## src/rtl/fft_bf_sequencer.sv

```systemverilog
// Control sequencer for a 16-point radix-2 in-place FFT.
// Walks stage 0..3 and butterfly 0..7, issues one data-memory read per
// butterfly, and delays the LUT's A/B addresses so each result is written
// back in place BF_LATENCY cycles later. A drain phase after every stage
// keeps the next stage's reads behind the previous stage's writes.
module fft_bf_sequencer #(
    parameter int BF_LATENCY = 2 // read issue to write-back, legal 1..7
) (
    input  logic       clk,
    input  logic       rst,
    input  logic       start,
    output logic [1:0] stage,
    output logic [2:0] butterfly,
    input  logic [3:0] A_addr_in,
    input  logic [3:0] B_addr_in,
    output logic       rd_en,
    output logic       wr_en,
    output logic [3:0] wr_A_addr,
    output logic [3:0] wr_B_addr,
    output logic       busy,
    output logic       done
);

    typedef enum logic [1:0] {
        ST_IDLE,
        ST_ISSUE,
        ST_DRAIN,
        ST_DONE
    } state_t;

    // One pending write-back: valid flag plus the in-place target addresses.
    typedef struct packed {
        logic       valid;
        logic [3:0] a_addr;
        logic [3:0] b_addr;
    } wb_slot_t;

    localparam logic [2:0] DRAIN_LOAD = 3'(BF_LATENCY);

    state_t     state_q, state_d;
    logic [1:0] stage_q, stage_d;
    logic [2:0] bf_q, bf_d;
    logic [2:0] drain_cnt_q, drain_cnt_d;

    wb_slot_t   line_q [BF_LATENCY];
    wb_slot_t   line_d [BF_LATENCY];

    // FSM and counter registers.
    // NOTE: sequential state uses non-blocking (<=) so every flop samples
    // pre-edge values; blocking (=) here would create order-dependent races.
    always_ff @(posedge clk or posedge rst) begin
        if (rst) begin
            state_q     <= ST_IDLE;
            stage_q     <= 2'd0;
            bf_q        <= 3'd0;
            drain_cnt_q <= 3'd0;
        end else begin
            state_q     <= state_d;
            stage_q     <= stage_d;
            bf_q        <= bf_d;
            drain_cnt_q <= drain_cnt_d;
        end
    end

    // Next-state logic: issue 8 butterflies, drain the pipeline, repeat per stage.
    // NOTE: every signal gets its hold value before the case statement, so no
    // path through the block leaves a variable unassigned and no latch is inferred.
    always_comb begin
        state_d     = state_q;
        stage_d     = stage_q;
        bf_d        = bf_q;
        drain_cnt_d = drain_cnt_q;

        unique case (state_q)
            ST_IDLE: begin
                stage_d = 2'd0;
                bf_d    = 3'd0;
                if (start) begin
                    state_d = ST_ISSUE;
                end
            end
            ST_ISSUE: begin
                if (bf_q == 3'd7) begin
                    state_d     = ST_DRAIN;
                    drain_cnt_d = DRAIN_LOAD;
                end else begin
                    bf_d = bf_q + 3'd1;
                end
            end
            ST_DRAIN: begin
                drain_cnt_d = drain_cnt_q - 3'd1;
                if (drain_cnt_q == 3'd1) begin
                    if (stage_q == 2'd3) begin
                        state_d = ST_DONE;
                    end else begin
                        state_d = ST_ISSUE;
                        stage_d = stage_q + 2'd1;
                        bf_d    = 3'd0;
                    end
                end
            end
            ST_DONE: begin
                state_d = ST_IDLE;
                stage_d = 2'd0;
                bf_d    = 3'd0;
            end
            default: begin
                state_d = ST_IDLE;
            end
        endcase
    end

    // Delay-line feed: capture the LUT addresses of the butterfly issued this
    // cycle; idle slots carry zero addresses so write outputs read 0 when idle.
    always_comb begin
        line_d[0].valid  = rd_en;
        line_d[0].a_addr = rd_en ? A_addr_in : 4'd0;
        line_d[0].b_addr = rd_en ? B_addr_in : 4'd0;
        for (int i = 1; i < BF_LATENCY; i++) begin
            line_d[i] = line_q[i-1];
        end
    end

    // Delay-line registers, free-running regardless of FSM state.
    // NOTE: this array is a shift register, not a RAM, so it is reset on
    // purpose: reset must discard every in-flight write-back.
    always_ff @(posedge clk or posedge rst) begin
        if (rst) begin
            for (int i = 0; i < BF_LATENCY; i++) begin
                line_q[i] <= '0;
            end
        end else begin
            for (int i = 0; i < BF_LATENCY; i++) begin
                line_q[i] <= line_d[i];
            end
        end
    end

    // Output decode from registered state and the delay-line tail.
    always_comb begin
        stage     = stage_q;
        butterfly = bf_q;
        rd_en     = (state_q == ST_ISSUE);
        busy      = (state_q == ST_ISSUE) || (state_q == ST_DRAIN);
        done      = (state_q == ST_DONE);
        wr_en     = line_q[BF_LATENCY-1].valid;
        wr_A_addr = line_q[BF_LATENCY-1].a_addr;
        wr_B_addr = line_q[BF_LATENCY-1].b_addr;
    end

endmodule

```

## config.mk

```make
export PLATFORM = sky130hd
export DESIGN_NAME = fft_bf_sequencer
export DESIGN_NICKNAME = d
export VERILOG_FILES = /design/src/rtl/fft_bf_sequencer.sv
export SDC_FILE = /design/constraint.sdc
export NUM_CORES = 1
export LEC_CHECK = 0
export BUFFER_PORTS_ARGS = -buffer_cell sky130_fd_sc_hd__buf_2
export CORE_MARGIN = 5
export CORE_UTILIZATION = 35
export CTS_BUF_LIST = sky130_fd_sc_hd__clkbuf_2
export CTS_CLUSTER_SIZE = 10
export DETAILED_ROUTE_END_ITERATION = 8
export GPL_ROUTABILITY_DRIVEN = 0
export SLEW_MARGIN = 20
export SYNTH_ARGS = -nofsm -noshare
export SYNTH_HDL_FRONTEND = slang
export SYNTH_SLANG_ARGS = --single-unit
```

## constraint.sdc

```tcl
create_clock -name clk -period 5.8 [get_ports clk]
set_clock_uncertainty 0.15 [all_clocks]
set_input_delay 1.16 -clock clk [delete_from_list [all_inputs] [get_ports clk]]
set_output_delay 1.16 -clock clk [all_outputs]
set_load 0.005 [all_outputs]
```

## Word level (Yosys, flattened, before mapping)

Index checks and enable logic that the tools add are counted.

| cells by class | value |
|---|---|
| reduce and logical (&&, ||, !) cells | 9 |
| add/subtract/negate cells | 3 |
| equality and inequality tests | 11 |
| mux-type cells | 16 |

Operators with widths:

| operator | count |
|---|---|
| $mux W2 | 6 |
| $mux W3 | 4 |
| $pmux W3 S3 | 1 |
| $reduce_and A3 Y1 | 3 |
| $mux W4 | 2 |
| $ne A2 B2 Y1 const B | 4 |
| $pmux W2 S4 | 1 |
| $eq A2 B2 Y1 const B | 3 |
| $pmux W3 S2 | 1 |
| $pmux W2 S2 | 1 |
| $reduce_bool A2 Y1 | 2 |
| $add A3 B1 Y3 const B | 1 |
| $eq A3 B1 Y1 const B | 1 |
| $eq A3 B3 Y1 const B | 1 |
| $sub A3 B1 Y3 const B | 1 |
| $add A2 B1 Y2 const B | 1 |
| $eq A2 B1 Y1 const B | 1 |
| $logic_not A2 Y1 | 1 |
| $ne A2 B1 Y1 const B | 1 |
| $reduce_and A2 Y1 | 1 |
| $reduce_or A2 Y1 | 1 |
| $logic_or A1 B1 Y1 | 1 |

| word-level totals | value |
|---|---|
| word-level logic and storage cells | 49 |
| register bits | 28 |
| bits of input ports | 11 |

## Longest topological paths before layout

| logic depth | value |
|---|---|
| depth after elaboration | 4 |
| gate-level depth with buffers | 6 |
| depth with buffers taken out | 5 |

## Worst setup path before layout

Ideal clock, no wire load.

| path | value |
|---|---|
| path type | register to output |
| from | register state_q[0] |
| to | output busy |
| path buffers | 0 |
| cell stages (with the launch flop) | 3 |
| required time | 4.490 ns |
| slack | 3.690 ns |
| data arrival time | 0.800 ns |
| path through | dfrtp_1 > inv_1 > ha_1 |

| on the way | value |
|---|---|
| cells in the longest elaborated chain, start to end | 2 |

RTL lines:

| what | RTL line | text |
|---|---|---|
| start, declared | 40 | `state_t state_q, state_d;` |
| start signal, assigned | 58 | `state_q <= state_d;` |
| $eq A2 B1 Y1 / $eq A2 B2 Y1 (equally long branches) | 144 | `busy = (state_q == ST_ISSUE) \|\| (state_q == ST_DRAIN);` |
| $logic_or A1 B1 Y1 * | 144 |  |
| end, declared | 20 | `output logic busy,` |

Mark *: on every way between the ends. The rest lies on a longest branch, timed or not.

## Worst setup path in the final report

| path | value |
|---|---|
| from | register state_q[1] |
| to | output rd_en |

| on the way | value |
|---|---|
| cells in the longest elaborated chain, start to end | 1 |

RTL lines:

| what | RTL line | text |
|---|---|---|
| $eq A2 B1 Y1 | 143 | `rd_en = (state_q == ST_ISSUE);` |
| end, declared | 16 | `output logic rd_en,` |

No other way between the ends.

==> impl_metrics.toml <==
[power]
p_int_mw = 0.453
p_switching_mw = 0.224
power.share.clock_pct = 17.2
p_leak_nw = 0.768
switching_share_pct = 33.1
vdd.ir_drop.worst_uv = 192
p_comb_share_pct = 39.7
power_density_mw_per_mm2 = 483
seqPwrFrac_pct = 43.1

[cts]
cts_tree = "built"
cts-root-buf = "clkbuf_2"
cts.sinks = 28
clockBufferDepth = 2
clk_pin_slew_ns = 0.25
htreeDepth = 1
cts_resized = 0
cts.hold.buffers_added = 0
cts_made_buffers = 3
cts_setup_buffers = 0
clk_latency_ns = 0.36

[synthesis]
synth-main-ff-cell = "dfrtp_1"
post-synth-top-count-cell = "dfrtp_1"
async_flop_share_pct = 100
synth_area_per_cell_um2 = 13.0
synth_common_cells = "dfrtp_1 (28), ha_1 (12), and2_1 (8), inv_1 (8), nand2_1 (6)"
synthDistinctLibCells = 21
syn_inst = 90
synth_nets = 113
ys_seq_area_share_pct = 59.9
ys_ff_latch = 28
synth_edf_count = 0
yosys_warnings = 0
yosys-top-cells-area = "dfrtp_1 (60%), ha_1 (13%), and2_1 (4.3%)"
synth_top_cell_by_area = "dfrtp_1"
syn-cell-area_mm2 = 0.00117
netlist.area_leader.share_pct = 59.9

[setup_path]
crit_fanout = 7
crit_buf_inv = 2
path_cells = "inv_1 > ha_1 > buf_2"
slowest_delay_ns = 0.48
cpLargestDelayFamily = "flip-flops"
arrival_ns = 1.42
cp-start-kind = "register"
cp_slowest_cell = "dfrtp_1"
required_ns = 4.49
criticalPathCategory = "register to output pin"
endpoint_kind = "output pin"

[timing]
finalHoldViolations = 0
period_share_pct = 47.1
timing.final.max_slew_violations = 0
fin_hold_ws_ns = 0.234
finalSetupTns_ns = 0
setup_ws_ns = 3.07
slew_headroom_pct = 58.2
rsz0062_at_grt = "no"
timing.final.crit_period_ns = 2.73
tightestPinTransition_ns = 0.627
clock.fmax_mhz = 366
finalSetupViolations = 0

[cells_and_area]
post-route-cell-area_mm2 = 0.00140
drive_gt1_share_pct = 30.0
syn_to_final_growth_pct = 20.0
final_nets = 144
fillCellCount = 320
n_antenna_cell = 0

[drt]
drt-total-wl_um = 1940
num_vias = 721
firstDrtPassIters = 4
drc = 0
drt_iter0_drc = 46
wl_per_cell_um = 11.7
avgViaCountPerCell = 4.34
ant_nets = 0

[min_path]
hold_path.class = "register to register"

[placed_design]
dp_hpwl_um = 1530
io_buffers = 27
place_area_mm2 = 0.00136
pre_cts_slack_ns = 3.48

[floorplanning]
die_h_um = 67.8
fp.coreArea_mm2 = 0.00328
start_util_pct = 35.6
placementRows = 21
dieArea_mm2 = 0.00460
io_pins = 28
die_width_um = 67.8

[global_routing]
track_usage_pct = 9.20
grt_pass1_wl_um = 3190
gr-total-overflow = 0
grt_antenna_before_repair = 0
grt_pass1_vias = 764
grt_max_degree = 29

[flow_run]
max-cap-violations = 0

[run_status]
run_status = "finished clean"
## power groups by stage
stage / logic, mW / clock network [mW] / registers [mW]
global route: 0.312 / 0.126 / 0.301
global placement: 0.269 / 0 / 0.295
CTS: 0.277 / 0.120 / 0.294
finish: 0.269 / 0.116 / 0.292
floorplan: 0.188 / 0 / 0.296
detailed placement: 0.276 / 0 / 0.299
## placed cells by master (no fill, tap or decap)
| cell | instances |
|---|---|
| a2111oi_0 | 1 |
| a211oi_1 | 1 |
| a21oi_1 | 2 |
| a221oi_1 | 1 |
| a222oi_1 | 1 |
| a22o_2 | 1 |
| a2bb2oi_1 | 1 |
| and2_1 | 8 |
| buf_2 | 27 |
| bufinv_16 | 1 |
| clkbuf_2 | 3 |
| dfrtp_1 | 28 |
| ha_1 | 12 |
| inv_1 | 7 |
| inv_2 | 1 |
| mux2_2 | 2 |
| mux2i_1 | 5 |
| nand2_1 | 6 |
| nand2b_1 | 1 |
| nand2b_4 | 1 |
| nor2_1 | 2 |
| nor2b_1 | 5 |
| o21ai_0 | 2 |
| or2b_1 | 1 |
## through the flow
stage / instances / power [mW] / utilization, %
2_1_floorplan: 90 / 0.485 / -
3_3_place_gp: 162 / 0.564 / 41.4
3_5_place_dp: 162 / 0.576 / 41.4
4_1_cts: 166 / 0.692 / 42.7
5_1_grt: 166 / 0.740 / 42.7
6_report: 166 / 0.678 / 42.7
## layout make-up
cell class	count	area, um2	area share, %
flip-flops and latches	28	701	49.9
multi-input cells	53	435	31.0
repair buffers	27	135	9.63
well taps	46	57.6	4.10
clock inverters	1	30.0	2.14
inverters	8	30.0	2.14
clock buffers	3	15.0	1.07
## routing by layer
| metal | track usage, % | vias to the layer above | part of all wire [%] |
|---|---|---|---|
| met1 | 10.8 | 341 | 46 |
| met5 | 0 | - | 0 |
| li1 | - | 354 | - |
| met2 | 16.2 | 22 | 46 |
| met4 | 2.98 | 0 | 0.67 |
| met3 | 2.63 | 4 | 7.4 |
## flip-flops by register name, summed over array words and instances (netlist names)
register     count
wr_en            1
state_q          2
wr_A_addr        4
drain_cnt_q      3
wr_B_addr        4
butterfly        3
line_d           9
stage            2
## worst register-to-register path: stages, from the launching register on
cell	delay, ns
dfrtp_1	0.46
inv_1	0.13
ha_1	0.30
a222oi_1	0.62
mux2_2	0.41
## path summary, 6_finish.rpt
| path | to | start | depth (start not counted) | slack (ns) |
|---|---|---|---|---|
| hold / removal | wr_A_addr[2]$_DFF_PP0_ | line_d[6]$_DFF_PP0_ | 0 | 0.23 |
| hold reg to reg | wr_A_addr[2]$_DFF_PP0_ | line_d[6]$_DFF_PP0_ | 0 | 0.23 |
| min in group asynchronous | line_d[2]$_DFF_PP0_ | rst | 2 | 0.65 |
| setup / recovery | rd_en | state_q[1]$_DFFE_PP0P_ | 3 | 3.07 |
| max in group asynchronous | state_q[0]$_DFFE_PP0P_ | rst | 2 | 4.48 |
| setup reg to reg | butterfly[0]$_DFFE_PP0P_ | state_q[0]$_DFFE_PP0P_ | 4 | 3.66 |
## cell families after synthesis
| family | Yosys count | synth area share (%) |
|---|---|---|
| simple gates | 24 | 11.9 |
| fa+ha+maj | 12 | 12.8 |
| mux | 7 | 6.20 |
| flops | 28 | 59.9 |
| compound gates | 10 | 6.31 |
| buf+inv | 9 | 2.89 |
No activity file was read; power rests on OpenSTA's default activity.
